## src/rtl/led_scanner_if.sv

```systemverilog
// Control and status bundle of the LED scanner: run/mode controls in,
// LED drive plus head position, direction and step pulse out.
interface led_scanner_if #(
    parameter int NUM_LEDS = 10
) ();
    localparam int POS_W = $clog2(NUM_LEDS);

    logic                enable;
    logic                mode;
    logic [NUM_LEDS-1:0] LEDR;
    logic [POS_W-1:0]    pos;
    logic                dir_down;
    logic                step;

    modport master (
        output enable,
        output mode,
        input  LEDR,
        input  pos,
        input  dir_down,
        input  step
    );

    modport slave (
        input  enable,
        input  mode,
        output LEDR,
        output pos,
        output dir_down,
        output step
    );
endinterface

```

## src/rtl/led_scanner.sv

```systemverilog
// Knight Rider LED scanner: a lit head that bounces or wraps at a prescaled step rate.
// Optional fading trail of previous positions when LED_SCANNER_TRAIL_EN is defined.
module led_scanner #(
    parameter int NUM_LEDS     = 10,
    parameter int PRESCALE_MAX = 16384,
    parameter int TRAIL_LEN    = 2
) (
    input  logic          CLOCK_50,
    input  logic          RESET_N,
    led_scanner_if.slave  bus
);
    localparam int POS_W = $clog2(NUM_LEDS);
    localparam int CNT_W = (PRESCALE_MAX > 1) ? $clog2(PRESCALE_MAX) : 1;
    localparam logic [POS_W-1:0] POS_MAX = POS_W'(NUM_LEDS - 1);
    localparam logic [CNT_W-1:0] CNT_MAX = CNT_W'(PRESCALE_MAX - 1);

    if (NUM_LEDS < 2 || PRESCALE_MAX < 1 || TRAIL_LEN < 1 || TRAIL_LEN > NUM_LEDS - 1) begin : g_bad_param
        $error("led_scanner: parameter out of range");
    end

    logic [CNT_W-1:0]    cnt_q, cnt_d;
    logic                step_q, step_d;
    logic [POS_W-1:0]    pos_q, pos_d;
    logic                dir_q, dir_d;
    logic [NUM_LEDS-1:0] ledr_q, ledr_d;

    function automatic logic [NUM_LEDS-1:0] onehot(input logic [POS_W-1:0] p);
        return NUM_LEDS'(1) << p;
    endfunction

    // Prescaler holds its count while disabled so a resume finishes the partial period.
    always_comb begin
        cnt_d  = cnt_q;
        step_d = 1'b0;
        pos_d  = pos_q;
        dir_d  = dir_q;
        if (bus.enable) begin
            if (cnt_q == CNT_MAX) begin
                cnt_d  = '0;
                step_d = 1'b1;
            end else begin
                cnt_d = cnt_q + CNT_W'(1);
            end
        end
        if (step_d) begin
            if (bus.mode) begin
                dir_d = 1'b0;
                pos_d = (pos_q == POS_MAX) ? '0 : pos_q + POS_W'(1);
            end else if (!dir_q) begin
                if (pos_q == POS_MAX) begin
                    pos_d = POS_MAX - POS_W'(1);
                    dir_d = 1'b1;
                end else begin
                    pos_d = pos_q + POS_W'(1);
                end
            end else begin
                if (pos_q == '0) begin
                    pos_d = POS_W'(1);
                    dir_d = 1'b0;
                end else begin
                    pos_d = pos_q - POS_W'(1);
                end
            end
        end
    end

`ifdef LED_SCANNER_TRAIL_EN
    logic [POS_W-1:0]     trail_pos_q [TRAIL_LEN];
    logic [POS_W-1:0]     trail_pos_d [TRAIL_LEN];
    logic [TRAIL_LEN-1:0] trail_vld_q, trail_vld_d;

    // Newest trail entry is index 0; the head it just left is pushed on every step.
    always_comb begin
        trail_pos_d = trail_pos_q;
        trail_vld_d = trail_vld_q;
        if (step_d) begin
            for (int i = TRAIL_LEN - 1; i > 0; i--) begin
                trail_pos_d[i] = trail_pos_q[i-1];
                trail_vld_d[i] = trail_vld_q[i-1];
            end
            trail_pos_d[0] = pos_q;
            trail_vld_d[0] = 1'b1;
        end
        ledr_d = onehot(pos_d);
        for (int i = 0; i < TRAIL_LEN; i++) begin
            if (trail_vld_d[i]) begin
                ledr_d = ledr_d | onehot(trail_pos_d[i]);
            end
        end
    end

    always_ff @(posedge CLOCK_50) begin
        if (!RESET_N) begin
            trail_vld_q <= '0;
        end else begin
            trail_vld_q <= trail_vld_d;
        end
    end

    always_ff @(posedge CLOCK_50) begin
        trail_pos_q <= trail_pos_d;
    end
`else
    always_comb begin
        ledr_d = onehot(pos_d);
    end
`endif

    always_ff @(posedge CLOCK_50) begin
        if (!RESET_N) begin
            cnt_q  <= '0;
            step_q <= 1'b0;
            pos_q  <= '0;
            dir_q  <= 1'b0;
            ledr_q <= NUM_LEDS'(1);
        end else begin
            cnt_q  <= cnt_d;
            step_q <= step_d;
            pos_q  <= pos_d;
            dir_q  <= dir_d;
            ledr_q <= ledr_d;
        end
    end

    assign bus.LEDR     = ledr_q;
    assign bus.pos      = pos_q;
    assign bus.dir_down = dir_q;
    assign bus.step     = step_q;
endmodule

```

## src/flat_wrapper.sv

```systemverilog
// flat-port wrapper written by rule: the top's interface ports become plain ports
module led_scanner_flat 
#(
    parameter int NUM_LEDS     = 10,
    parameter int PRESCALE_MAX = 16384,
    parameter int TRAIL_LEN    = 2
)
  (CLOCK_50, RESET_N, bus_enable, bus_mode, bus_LEDR, bus_pos, bus_dir_down, bus_step);
  led_scanner_if #(.NUM_LEDS(NUM_LEDS)) bus_i ();
  input  logic CLOCK_50;
  input  logic RESET_N;
  input wire logic [$bits(bus_i.enable)-1:0] bus_enable;
  input wire logic [$bits(bus_i.mode)-1:0] bus_mode;
  output wire logic [$bits(bus_i.LEDR)-1:0] bus_LEDR;
  output wire logic [$bits(bus_i.pos)-1:0] bus_pos;
  output wire logic [$bits(bus_i.dir_down)-1:0] bus_dir_down;
  output wire logic [$bits(bus_i.step)-1:0] bus_step;
  assign bus_i.enable = bus_enable;
  assign bus_i.mode = bus_mode;
  assign bus_LEDR = bus_i.LEDR;
  assign bus_pos = bus_i.pos;
  assign bus_dir_down = bus_i.dir_down;
  assign bus_step = bus_i.step;
  led_scanner #(.NUM_LEDS(NUM_LEDS), .PRESCALE_MAX(PRESCALE_MAX), .TRAIL_LEN(TRAIL_LEN)) u_core (.CLOCK_50(CLOCK_50), .RESET_N(RESET_N), .bus(bus_i));
endmodule
```

## config.mk

```make
export PLATFORM = sky130hd
export DESIGN_NAME = led_scanner_flat
export DESIGN_NICKNAME = d
export VERILOG_FILES = /design/src/rtl/led_scanner_if.sv /design/src/rtl/led_scanner.sv /design/src/flat_wrapper.sv
export SDC_FILE = /design/constraint.sdc
export NUM_CORES = 1
export LEC_CHECK = 0
export ABC_AREA = 1
export CELL_PAD_IN_SITES_DETAIL_PLACEMENT = 0
export CELL_PAD_IN_SITES_GLOBAL_PLACEMENT = 2
export CORE_MARGIN = 1
export CORE_UTILIZATION = 30
export CTS_CLUSTER_SIZE = 10
export DETAILED_ROUTE_END_ITERATION = 12
export GPL_TIMING_DRIVEN = 0
export PLACE_DENSITY = 0.78
export SYNTH_ARGS = -nofsm -noshare
export SYNTH_HDL_FRONTEND = slang
export SYNTH_SLANG_ARGS = --single-unit
```

## constraint.sdc

```tcl
create_clock -name CLOCK_50 -period 2 [get_ports CLOCK_50]
set_clock_uncertainty 0.05 [all_clocks]
set_input_delay 0.5 -clock CLOCK_50 [delete_from_list [all_inputs] [get_ports CLOCK_50]]
set_output_delay 0.5 -clock CLOCK_50 [all_outputs]
set_load 0.05 [all_outputs]
```

Yosys cells after proc, flatten, opt, wreduce, memory -nomap -nowiden

Cells that the tools add are included.

Output and inout bits: 16
Register bits after elaboration: 30
Input bits: 4
Word-level logic and storage cells: 25

Add/subtract/negate cells: 3
Multiplexer cells: 13
Shift-type cells: 1
Reduce and logical (&&, ||, !) cells: 1
Equal/unequal tests: 2

Operators by type and width:

| cell                    | count |
|---|---|
| $mux W4                 | 6 |
| $add A14 B1 Y14 const B | 1 |
| $eq A14 B14 Y1 const B  | 1 |
| $mux W14                | 1 |
| $shl A1 B4 Y10 const A  | 1 |
| $mux W1                 | 6 |
| $add A4 B1 Y4 const B   | 1 |
| $eq A4 B4 Y1 const B    | 1 |
| $logic_not A4 Y1        | 1 |
| $sub A4 B1 Y4 const B   | 1 |

Longest topological paths before layout

Gate-level depths: netlist of the first run.

Word-level depth: 6
Gate-level depth with buffers: 10
Mapped depth without buffers: 10

Least setup slack after synthesis of the first run

No wires, ideal clock.

Path kind: reg-to-reg
Start point: register u_core.pos_q[1] (netlist: u_core.bus.pos[1])
End point: register u_core.ledr_q[5] (netlist: u_core.bus.LEDR[5])
Data arrival time: 1523 ps
Stages on the path, launching flop included: 11
Setup slack: 315 ps
Path buffers: 1
Data required time: 1838 ps
Period minus slack after synthesis: 1685 ps
Library setup time: 112 ps
Path through: dfxtp_1 > clkbuf_1 > nor2_1 > inv_1 > nand2_1 > nand3_1 > nand3_2 > nand2_4 > nor2_4 > nand2_2 > nor2_1

Word-level cells in the longest chain between the ends: 6
Elaborated cells on any way between the ends: 11
Those cells by class: 2 x add/sub; 1 x eq/ne; 1 x shift; 6 x mux; 1 x reduce/logical

RTL lines:

| item                                        | line                                 | RTL |
|---|---|---|
| from (decl)                                 | led_scanner.sv:23                    | `logic [POS_W-1:0] pos_q, pos_d;` |
| from (signal assigned)                      | led_scanner.sv:119                   | `pos_q <= pos_d;` |
| $add A4 B1 Y4, or another cell as far along | led_scanner.sv:48, led_scanner.sv:54 |  |
| $mux W4 (on tied branches)                  | led_scanner.sv:50, led_scanner.sv:57 |  |
| $mux W4                                     | led_scanner.sv:49                    | `end else if (!dir_q) begin` |
| $mux W4                                     | led_scanner.sv:46                    | `if (bus.mode) begin` |
| $mux W4 (*)                                 | led_scanner.sv:45                    | `if (step_d) begin` |
| $shl A1 B4 Y10 (*)                          | led_scanner.sv:28                    | `return NUM_LEDS'(1) << p;` |
| to (signal assigned)                        | led_scanner.sv:121                   | `ledr_q <= ledr_d;` |
| to (decl)                                   | led_scanner.sv:25                    | `logic [NUM_LEDS-1:0] ledr_q, ledr_d;` |

Mark *: on every way between the ends. The rest lies on a longest branch, timed or not.
A chain may end at the register's enable or synchronous reset.

Worst setup path after layout of the first run

Start point: register u_core.ledr_q[3] (netlist: u_core.bus.LEDR[3])
End point: output bus_LEDR[3]

RTL lines:

| item      | line               | RTL |
|---|---|---|
| to (decl) | flat_wrapper.sv:14 | `output wire logic [$bits(bus_i.LEDR)-1:0] bus_LEDR;` |

No word-level cell between the ends.

==> Implementation_results.wiki, run 1 <==
{| class="wikitable"
! Metric !! Value
|-
| Run status || completed
|-
| Number of antenna violations at the first check in global routing || 0
|-
| Worst-case vdd ir drop || 0.000378 V
|-
| Die outline area || 4790 sq um
|-
| Buf/Inv on CP || 1
|-
| CTS tree || yes
|-
| Critical path capture point type || output port
|-
| PortBufs || 19
|-
| Worst Hold Path Cells || 2
|-
| Internal power || 852 uW
|-
| CTS root buffer || sky130_fd_sc_hd__clkbuf_8
|-
| Chip width || 69.2 um
|-
| Fillers || around 460
|-
| Clock sinks || 30
|-
| Cell area after synthesis || 1360 sq um
|-
| Worst slew margin relative to its limit || 66.3%
|-
| Area taken by multi-input logic gates || 676 sq um
|-
| Placeable core region || 4350 sq um
|-
| Number of nets in the layout || around 210
|-
| Finished Layout Cells || 260
|-
| Total nets after synthesis || 187
|-
| Depth of the most critical reg-to-reg path || 10
|-
| Startpoint-to-endpoint class of the critical path || flip-flop to output port
|-
| Logic gate share of total power || 2.9%
|-
| Leading cell type in the layout, fill and taps excluded || sky130_fd_sc_hd__nand2_1
|-
| Data required time of the worst path || 1.45 ns
|-
| Post-route fraction of the period consumed by the critical path || 96.7%
|-
| Post-CTS Hold Fix Bufs || 0
|-
| GRT Resource Usage Total || 13.1%
|-
| Number of stages on the worst setup path || 1
|-
| I/O pin count || 20
|-
| Count of placed standard cells including taps || 253
|-
| Reported net switching power || 220 uW
|-
| Worst setup SP type || flip-flop
|-
| HPWL after detailed placement || 2140 um
|-
| Top delay family on crit path || buffers and inverters
|-
| Achievable clock frequency || 517 MHz
|-
| Clock share of power || 40.7%
|-
| Number of antenna-violating nets in the routed design || 0
|-
| Pin count of the biggest net entering global routing || 11
|-
| Share of final-layout standard cells stronger than drive strength 1 || 13.0%
|-
| Post-synthesis sequential area ratio || 44.3%
|-
| Switching Share || 20.6%
|-
| Routed vias/inst || 4.61
|-
| Final core utilization || between 30% and 40%
|-
| Chain of cells forming the critical path || clkdlybuf4s50_1
|-
| Final antenna diode count || 0
|-
| Leak || between 0.0007 and 0.0008 uW
|-
| Slowest cell delay on critical path || 0.80 ns
|-
| Insertion delay to the later sink of the worst-skew pair || 0.27 ns
|-
| Highest-count cells in the layout ignoring fill and taps || sky130_fd_sc_hd__nand2_1, sky130_fd_sc_hd__nor2_1, sky130_fd_sc_hd__dfxtp_1
|-
| Power density cells || 637 nW/um^2
|-
| DR vias || between 1000 and 1500
|-
| Cts repair resizes || 5
|-
| Arrival @ worst endpoint || 1.38 ns
|-
| Average detailed-routed wire length per instance || between 10 and 15 um
|-
| Worst slew pin tran || 0.504 ns
|-
| Maximum count of clock buffers along a single path || 2
|-
| Layout area overhead || 24.2%
|-
| Initial core utilization || a little under a third
|-
| CTS H-tree depth || 2
|-
| Unrepaired setup endpoints after global routing || false
|-
| CTS Buf Count || 5
|-
| Total of warnings raised by yosys || 0
|-
| Critical path's slowest cell || sky130_fd_sc_hd__clkdlybuf4s50_1
|-
| Max Transition Viols Final || 0
|-
| Shortest clock period the worst path allows after layout || 1.93 ns
|-
| Area taken by flip-flops and latches || 601 sq um
|-
| Remaining global-route overflow || 0
|-
| First-pass GRT wire length || 4990 um
|-
| Mean post-synth cell area || approximately 7.4 sq um
|-
| Max-cap viol count || 0
|-
| Count of buffers added by post-CTS timing repair for setup || 0
|-
| Wire length reported by the detailed router || between 2000 and 3000 um
|-
| Clk pin slew, worst setup/hold paths || 0.05 ns
|-
| Setup Viol. Count Final || 0
|-
| Placement Rows || 24
|-
| Path category of the worst min-delay check || flip-flop to flip-flop
|-
| Number of synthesized register bits || 30
|-
| Die boundary height || 69.2 um
|-
| Part of the total power dissipated in sequential elements || 56.4%
|-
| Number of DRC violations after detailed-routing iteration 0 || between 40 and 50
|-
| Post-synth cell types || 26
|-
| Routability congestion estimate from global placement || roughly 0.75
|-
| Iteration count of the initial detailed-routing pass || 4
|-
| Hold violation count in the final report || 0
|-
| Number of instances in the synthesized netlist || 182
|-
| Detailed-route DRC error count || 0
|-
| Critical Path Fanout Max || 1
|-
| Vias in the first global route || between 1000 and 1500
|}
[kinds of logic (layout without fill, tap and decap cells)]
kind of cell | count (synthesis) | after routing | synth area share, %
AND/OR/NAND/NOR | 107 | 107 | 38.4
flip-flops | 30 | 30 | 44.3
buffers and inverters | 21 | 47 | 5.82
AO/OA/AOI/OAI | 19 | 19 | 7.94
XOR/XNOR | 4 | 4 | 2.59
adder cells (fa/ha/maj) | 1 | 1 | 0.923
[power by group through the flow]
stage | sequential, uW | clock (uW) | combinational, uW
2_1_floorplan | 617 | 0 | 17.2
3_3_place_gp | 617 | 0 | 31.5
3_5_place_dp | 617 | 0 | 31.7
4_1_cts | 604 | 459 | 31.4
5_1_grt | 604 | 493 | 34.5
6_report | 604 | 436 | 31.1
[worst min-delay path, cell delays in order, from the launching register on]
cell and delay (ns):
sky130_fd_sc_hd__dfxtp_1 0.30, sky130_fd_sc_hd__inv_1 0.05, sky130_fd_sc_hd__a21oi_1 0.05
[synthesized netlist by cell type (all sizes together)]
cell / n / area share, %
nand2: 46 / 15
nor2: 35 / 12
dfxtp: 30 / 44
inv: 20 / 5.5
nand3: 15 / 6.3
a21oi: 8 / 3.0
o21ai: 8 / 3.2
nand4: 5 / 2.3
nor3: 4 / 1.5
o21bai: 2 / 1.1
xnor2: 2 / 1.3
xor2: 2 / 1.3
a31o: 1 / 0.65
clkbuf: 1 / 0.28
ha: 1 / 0.92
nand3b: 1 / 0.55
or2: 1 / 0.46
[state kept, by name (all words and copies together), names as in the netlist]
| signal | cells |
|---|---|
| u_core.cnt_q | 14 |
| u_core.bus.dir_down | 1 |
| u_core.bus.pos | 4 |
| u_core.bus.step | 1 |
| u_core.bus.LEDR | 10 |
[layer usage]
| metal | up-vias | routed length (um) | global-route usage (%) | part of all wire (%) |
|---|---|---|---|---|
| met2 | 19 | 1180 | 19.3 | 42 |
| met3 | 6 | 118 | 4.07 | 4.2 |
| li1 | 633 | - | - | - |
| met1 | 540 | 1470 | 17.4 | 52 |
| met5 | - | 0 | 0 | 0 |
| met4 | 0 | 57 | 6.12 | 2.0 |
[worst paths after layout]
path,endpoint,from,slack (ns)
setup / recovery,bus_LEDR[3],u_core.bus.LEDR[3],0.07
hold / removal,u_core.cnt_q[7],u_core.cnt_q[7],0.40
setup reg to reg,u_core.cnt_q[13],u_core.cnt_q[0],0.31
hold reg to reg,u_core.cnt_q[7],u_core.cnt_q[7],0.40
[cell type report]
class                           instances  area share (%)
Buffer                                  1           0.223
Clock buffer                            7            4.54
Inverter                               20            4.46
Multi-Input combinational cell        131            40.1
Sequential cell                        30            35.7
Tap cell                               52            3.87
Timing Repair Buffer                   19            11.1
[per-stage QoR]
step	setup TNS [ns]	instance area, sq um	total power (uW)	hold slack (ns)	setup slack, ns
floorplan	0	1360	634	0.373	0.315
global placement	-4.30	1610	649	0.385	-0.262
detailed placement	-4.10	1610	649	0.394	-0.282
CTS	0	1680	1090	0.402	0.0252
global route	0	1680	1130	0.421	0.00900
finish	0	1680	1070	0.397	0.0657
No activity file was read; power rests on OpenSTA's default activity.
==> inputs of run 2 (changes only) <==
Settings changed: CAP_MARGIN set to 20, CORE_UTILIZATION 30 to 27, PLACE_DENSITY 0.78 to 0.75.
Clock period 2 ns to 1.7 ns, I/O delays scaled along.
==> run 2 against run 1 <==
Critical path depth unchanged. Design area up 5.4%. Combinational power rose by 36%. Wire length up 9.3%. Sequential cell count stayed put. Register-to-register slack worse by 0.24 ns. Die area increased by 11%. Hold slack improved by 0.0031 ns. Power rose by 22%. Sequential share of layout area down 1.4 points. Critical endpoint is now bus_pos[0].
==> Implementation_results.wiki, run 2 (synthesis results as in run 1) <==
{| class="wikitable"
! Metric !! Value
|-
| Wire length reported by the detailed router || 3090 um (was 2830 um)
|-
| Worst slew margin relative to its limit || 67.0% (was 66.3%)
|-
| Chain of cells forming the critical path || clkdlybuf4s18_2 (was clkdlybuf4s50_1)
|-
| Layout area overhead || 30.9% (was 24.2%)
|-
| Max-cap viol count || 0 (unchanged)
|-
| Max layer used || met4 (unchanged)
|-
| Achievable clock frequency || roughly 600 MHz
|-
| DR vias || 1218 (was 1198)
|-
| Number of antenna violations at the first check in global routing || 0 (unchanged)
|-
| Shortest clock period the worst path allows after layout || approximately 1.7 ns
|-
| Clock sinks || 30 (unchanged)
|-
| Setup TNS Final || 0 ns (unchanged)
|-
| Leading cell type in the layout, fill and taps excluded || sky130_fd_sc_hd__nand2_1 (unchanged)
|-
| GRT Resource Usage Total || 12.6% (was 13.1%)
|-
| Startpoint-to-endpoint class of the critical path || flip-flop to output port (unchanged)
|-
| Die boundary height || 72.8 um (was 69.2 um)
|-
| Register-to-register setup slack || 0.07 ns (was 0.31 ns)
|-
| Clk pin slew, worst setup/hold paths || 0.06 ns (was 0.05 ns)
|-
| Path category of the worst min-delay check || flip-flop to flip-flop (unchanged)
|-
| Maximum count of clock buffers along a single path || 2 (unchanged)
|-
| Arrival @ worst endpoint || 1.18 ns (was 1.38 ns)
|-
| Worst setup SP type || flip-flop (unchanged)
|-
| Die outline area || 5310 sq um (was 4790 sq um)
|-
| Placeable core region || 4790 sq um (was 4350 sq um)
|-
| Slowest cell delay on critical path || 0.49 ns (was 0.80 ns)
|-
| Leak || 0.000786 uW (was 0.000747 uW)
|-
| Detailed-routed wire length on met2 || 1500 um (was 1180 um)
|-
| Remaining global-route overflow || 0 (unchanged)
|-
| PortBufs || 19 (unchanged)
|-
| Initial core utilization || 28.3% (was 31.1%)
|-
| Critical Path Fanout Max || 7 (was 1)
|-
| Worst slew pin tran || 0.497 ns (was 0.504 ns)
|-
| Run status || completed (unchanged)
|-
| Routed vias/inst || 4.41 (was 4.61)
|-
| Detailed-route DRC error count || 0 (unchanged)
|-
| CTS Buf Count || 5 (unchanged)
|-
| I/O pin count || 20 (unchanged)
|-
| Iteration count of the initial detailed-routing pass || 4 (unchanged)
|-
| Chip width || 72.8 um (was 69.2 um)
|-
| Average detailed-routed wire length per instance || 11.2 um (was 10.9 um)
|-
| Met3 wire len || 95 um (was 118 um)
|-
| Critical path capture point type || output port (unchanged)
|-
| Number of flip-flops under the largest register name || 14 (unchanged)
|-
| Routability congestion estimate from global placement || 0.778 (was 0.752)
|-
| Post-layout power || 1310 uW (was 1070 uW)
|-
| Data required time of the worst path || 1.22 ns (was 1.45 ns)
|-
| Top delay family on crit path || flip-flops (was buffers and inverters)
|-
| Placement Rows || 25 (was 24)
|-
| Number of antenna-violating nets in the routed design || 0 (unchanged)
|-
| Critical path's slowest cell || sky130_fd_sc_hd__dfxtp_1 (was sky130_fd_sc_hd__clkdlybuf4s50_1)
|-
| Unrepaired setup endpoints after global routing || true (was false)
|-
| Final antenna diode count || 0 (unchanged)
|-
| Number of nets in the layout || 215 (was 213)
|-
| CTS H-tree depth || 2 (unchanged)
|-
| Buf/Inv on CP || 1 (unchanged)
|-
| Setup Viol. Count Final || 0 (unchanged)
|-
| Worst-case vdd ir drop || 0.000367 V (was 0.000378 V)
|-
| Post-route fraction of the period consumed by the critical path || 97.3%
|-
| First-pass GRT wire length || 4950 um (was 4990 um)
|-
| Number of DRC violations after detailed-routing iteration 0 || 22 (was 48)
|-
| Share of final-layout standard cells stronger than drive strength 1 || 21.5% (was 13.0%)
|-
| Vias in the first global route || 1083 (was 1070)
|-
| Final core utilization || 37.1% (was 38.6%)
|-
| Max Transition Viols Final || 0 (unchanged)
|-
| HPWL after detailed placement || 2260 um (was 2140 um)
|-
| Highest-count cells in the layout ignoring fill and taps || sky130_fd_sc_hd__nand2_1, sky130_fd_sc_hd__nor2_1, sky130_fd_sc_hd__dfxtp_1 (unchanged)
|-
| Met1 wire length || 1470 um (about the same)
|-
| Hold violation count in the final report || 0 (unchanged)
|-
| Pin count of the biggest net entering global routing || 11 (unchanged)
|-
| Insertion delay to the later sink of the worst-skew pair || 0.27 ns (about the same)
|-
| Register with the highest flop count || u_core.cnt_q (unchanged)
|-
| CTS root buffer || sky130_fd_sc_hd__clkbuf_8 (unchanged)
|-
| CTS tree || yes (unchanged)
|-
| Power density cells || 738 nW/um^2 (was 637 nW/um^2)
|}
## run 2: cell count changes in the layout (fill, tap and decap cells not counted), sizes merged
cell,delta
buf,+2
clkbuf,+1
clkdlybuf4s15,+2
clkdlybuf4s18,+1
clkdlybuf4s50,-12
dlygate4sd2,+8
dlymetal6s2s,-1
## run 2: area by class of cell
cell class                 instances  area [sq um]
sequential                        30           608
buffer                             1          3.75
multi-input combinational        131           741
inverter                          20          75.1
tap                               67          83.8
timing repair buffer              21           180
fill                             522          3010
clock buffer                       6          82.6
## run 2: per-stage QoR
stage	worst slack, ns	instances	hold WS (ns)	area, sq um
after global placement	-0.473	268	0.385	1630
after CTS	0.00150	274	0.399	1700
after global routing	-0.0334	276	0.410	1770
after floorplan	0.0152	182	0.373	1360
after detailed placement	-0.509	268	0.390	1630
final	0.0460	276	0.400	1770
## run 2: what timing repair did
item                       in CTS  in global routing
setup endpoints to repair      40                 14
setup buffers                   0                  2
hold buffers                    0                  0
gates resized for setup        25                 23
pin swaps                       0                  4
## run 2: final timing paths
kind	startpoint	endpoint	depth (start not counted)
max reg2reg	u_core.cnt_q[1]	u_core.bus.LEDR[1]	9
max	u_core.bus.pos[0]	bus_pos[0]	1
min reg2reg	u_core.cnt_q[7]	u_core.cnt_q[7]	2
min	u_core.cnt_q[7]	u_core.cnt_q[7]	2
## run 2: power breakdown
| part | internal, uW | switching [uW] | total (uW) |
|---|---|---|---|
| Clock | 311 | 245 | 556 |
| Sequential | 707 | 5.07 | 712 |
| Combinational | 16.9 | 25.2 | 42.2 |
| Total | 1040 | 275 | 1310 |
## run 2: routing by layer
metal / vias up / global-route usage [%]
met3: 2 / 4.14
met1: 566 / 16.0
met5: - / 0
li1: 637 / -
met2: 13 / 19.1
met4: 0 / 6.54
==> inputs of run 3 (changes only) <==
--- a/config.mk
+++ b/config.mk
@@ -11,3 +11,2 @@
 export CELL_PAD_IN_SITES_GLOBAL_PLACEMENT = 2
-export CORE_MARGIN = 1
 export CORE_UTILIZATION = 27
==> constraint.sdc (replaced) <==
create_clock -name CLOCK_50 -period 1.7 [get_ports CLOCK_50]
set_clock_uncertainty 0.05 [all_clocks]
set_input_delay 0.255 -clock CLOCK_50 [delete_from_list [all_inputs] [get_ports CLOCK_50]]
set_output_delay 0.255 -clock CLOCK_50 [all_outputs]
set_load 0.05 [all_outputs]
==> run 3 against run 2 <==
First-iteration DRC count is 14% higher. Combinational power up 3%. Highest routed layer unchanged. Global-route usage hardly changed. Critical path type unchanged. Power rose by 0.29%.
==> Implementation_results.wiki, run 3 (synthesis results as in run 1) <==
{| class="wikitable"
! Metric !! Value
|-
| Run status || completed (unchanged)
|-
| Initial core utilization || 28.3% (unchanged)
|-
| Layout area overhead || 33.7% (was 30.9%)
|-
| Hold violation count in the final report || 0 (unchanged)
|-
| Remaining global-route overflow || 0 (unchanged)
|-
| Max-cap viol count || 0 (unchanged)
|-
| Power density cells || 725 nW/um^2 (was 738 nW/um^2)
|-
| Insertion delay to the later sink of the worst-skew pair || 0.27 ns (about the same)
|-
| Worst setup SP type || flip-flop (unchanged)
|-
| Die boundary height || 72.8 um (unchanged)
|-
| Worst hold margin || 0.400 ns (unchanged)
|-
| Placement Rows || 25 (unchanged)
|-
| Wire length reported by the detailed router || 3080 um (was 3090 um)
|-
| Maximum count of clock buffers along a single path || 2 (unchanged)
|-
| Max Transition Viols Final || 0 (unchanged)
|-
| Met1 wire length || 1480 um (was 1470 um)
|-
| Data required time of the worst path || 1.39 ns (was 1.22 ns)
|-
| I/O pin count || 20 (unchanged)
|-
| DR vias || 1216 (was 1218)
|-
| Max layer used || met4 (unchanged)
|-
| Setup Viol. Count Final || 0 (unchanged)
|-
| Average detailed-routed wire length per instance || 11.2 um (about the same)
|-
| Routability congestion estimate from global placement || 0.778 (unchanged)
|-
| Area taken by multi-input logic gates || 741 sq um (unchanged)
|-
| Detailed-route DRC error count || 0 (unchanged)
|-
| Chain of cells forming the critical path || dlygate4sd2_1 (was clkdlybuf4s18_2)
|-
| CTS root buffer || sky130_fd_sc_hd__clkbuf_8 (unchanged)
|-
| Cell area reported after detailed placement || 1630 sq um (unchanged)
|-
| PortBufs || 19 (unchanged)
|-
| Number of DRC violations after detailed-routing iteration 0 || 25 (was 22)
|-
| Chip width || 72.8 um (unchanged)
|-
| Area taken by flip-flops and latches || 608 sq um (unchanged)
|-
| Area of all placed cells without fillers || 1810 sq um (was 1770 sq um)
|-
| Number of antenna violations at the first check in global routing || 0 (unchanged)
|-
| Critical Path Fanout Max || 7 (unchanged)
|-
| Die outline area || 5310 sq um (unchanged)
|-
| Number of stages on the worst setup path || 1 (unchanged)
|-
| Pin count of the biggest net entering global routing || 11 (unchanged)
|-
| Leak || 0.000914 uW (was 0.000786 uW)
|-
| Achievable clock frequency || 611 MHz (was 605 MHz)
|-
| Detailed-routed wire length on met2 || 1480 um (was 1500 um)
|-
| Startpoint-to-endpoint class of the critical path || flip-flop to output port (unchanged)
|-
| Path category of the worst min-delay check || flip-flop to flip-flop (unchanged)
|-
| Highest-count cells in the layout ignoring fill and taps || sky130_fd_sc_hd__nand2_1, sky130_fd_sc_hd__nor2_1, sky130_fd_sc_hd__dfxtp_1 (unchanged)
|-
| Number of nets in the layout || 215 (unchanged)
|-
| Depth of the most critical reg-to-reg path || 10 (was 9)
|-
| Clock sinks || 30 (unchanged)
|-
| CTS Buf Count || 5 (unchanged)
|-
| Share of final-layout standard cells stronger than drive strength 1 || 19.6% (was 21.5%)
|-
| GRT Resource Usage Total || 12.6% (about the same)
|-
| Routed vias/inst || 4.41 (about the same)
|-
| Fillers || 518 (was 522)
|-
| First-pass GRT wire length || 4960 um (was 4950 um)
|-
| HPWL after detailed placement || 2260 um (unchanged)
|-
| Worst-case vdd ir drop || 0.000368 V (was 0.000367 V)
|-
| Register with the highest flop count || u_core.cnt_q (unchanged)
|-
| Placeable core region || 4790 sq um (unchanged)
|-
| CTS H-tree depth || 2 (unchanged)
|-
| CTS tree || yes (unchanged)
|-
| Leading cell type in the layout, fill and taps excluded || sky130_fd_sc_hd__nand2_1 (unchanged)
|-
| Number of flip-flops under the largest register name || 14 (unchanged)
|-
| Worst slew pin tran || 0.509 ns (was 0.497 ns)
|-
| Critical path's slowest cell || sky130_fd_sc_hd__dlygate4sd2_1 (was sky130_fd_sc_hd__dfxtp_1)
|-
| Shortest clock period the worst path allows after layout || 1.64 ns (was 1.65 ns)
|-
| Worst slew margin relative to its limit || 66.0% (was 67.0%)
|-
| Post-route fraction of the period consumed by the critical path || 96.2% (was 97.3%)
|-
| Unrepaired setup endpoints after global routing || true (unchanged)
|-
| Top delay family on crit path || buffers and inverters (was flip-flops)
|-
| Worst Hold Path Cells || 2 (unchanged)
|-
| Met3 wire len || 97 um (was 95 um)
|-
| Iteration count of the initial detailed-routing pass || 4 (unchanged)
|-
| Number of antenna-violating nets in the routed design || 0 (unchanged)
|-
| Final core utilization || 37.9% (was 37.1%)
|-
| Clk pin slew, worst setup/hold paths || 0.06 ns (about the same)
|-
| Slowest cell delay on critical path || 0.57 ns (was 0.49 ns)
|-
| Final antenna diode count || 0 (unchanged)
|-
| Arrival @ worst endpoint || 1.33 ns (was 1.18 ns)
|-
| Vias in the first global route || 1087 (was 1083)
|-
| Buf/Inv on CP || 1 (unchanged)
|-
| Critical path capture point type || output port (unchanged)
|}
run 3: cell types whose count changed in the layout (fill, tap and decap cells not counted):
cell and change:
sky130_fd_sc_hd__clkbuf_2 -2, sky130_fd_sc_hd__clkdlybuf4s15_1 -1, sky130_fd_sc_hd__clkdlybuf4s15_2 -1, sky130_fd_sc_hd__clkdlybuf4s18_2 -1, sky130_fd_sc_hd__clkdlybuf4s50_1 +1, sky130_fd_sc_hd__dlygate4sd2_1 -5
sky130_fd_sc_hd__dlymetal6s2s_1 +9
run 3: cell type report:
| type | count | area share [%] |
|---|---|---|
| multi-input cells | 131 | 40.9 |
| clock buffers | 6 | 4.56 |
| repair buffers | 21 | 12.0 |
| plain buffers | 1 | 0.207 |
| well taps | 67 | 4.63 |
| flip-flops and latches | 30 | 33.6 |
| inverters | 20 | 4.14 |
run 3: timing repair:
item / CTS / global route
buffers inserted: 0 / 2
gates cloned: 0 / 0
pin swaps: 0 / 4
gates resized for setup: 11 / 26
hold buffers: 0 / 0
setup endpoints to repair: 16 / 21
run 3: metrics by stage:
step / setup slack [ns] / TNS (ns) / cells / power [uW]
6_report: 0.0638 / 0 / 276 / 1310
5_1_grt: -0.0347 / -0.191 / 276 / 1380
4_1_cts: 0.00127 / 0 / 274 / 1330
3_5_place_dp: -0.339 / -6.12 / 268 / 765
3_3_place_gp: -0.303 / -5.38 / 268 / 763
2_1_floorplan: 0.0152 / 0 / 182 / 746
run 3: where the power goes:
part | internal, uW | switching [uW]
sequential | 707 | 5.07
clock | 312 | 247
combinational | 18.1 | 25.3
run 3: path summary, 6_finish.rpt:
| check | start | to | slack [ns] |
|---|---|---|---|
| worst max-delay path | u_core.bus.pos[0] | bus_pos[0] | 0.06 |
| worst min-delay path | u_core.cnt_q[7] | u_core.cnt_q[7] | 0.40 |
| worst max register to register | u_core.cnt_q[1] | u_core.bus.LEDR[6] | 0.07 |
| worst min register to register | u_core.cnt_q[7] | u_core.cnt_q[7] | 0.40 |
run 3: metal layers:
layer  GRT usage (%)  vias to the layer above
li1                -                      637
met1            16.0                      564
met2            19.1                       13
met3            4.14                        2
met4            6.54                        0
met5               0                        -
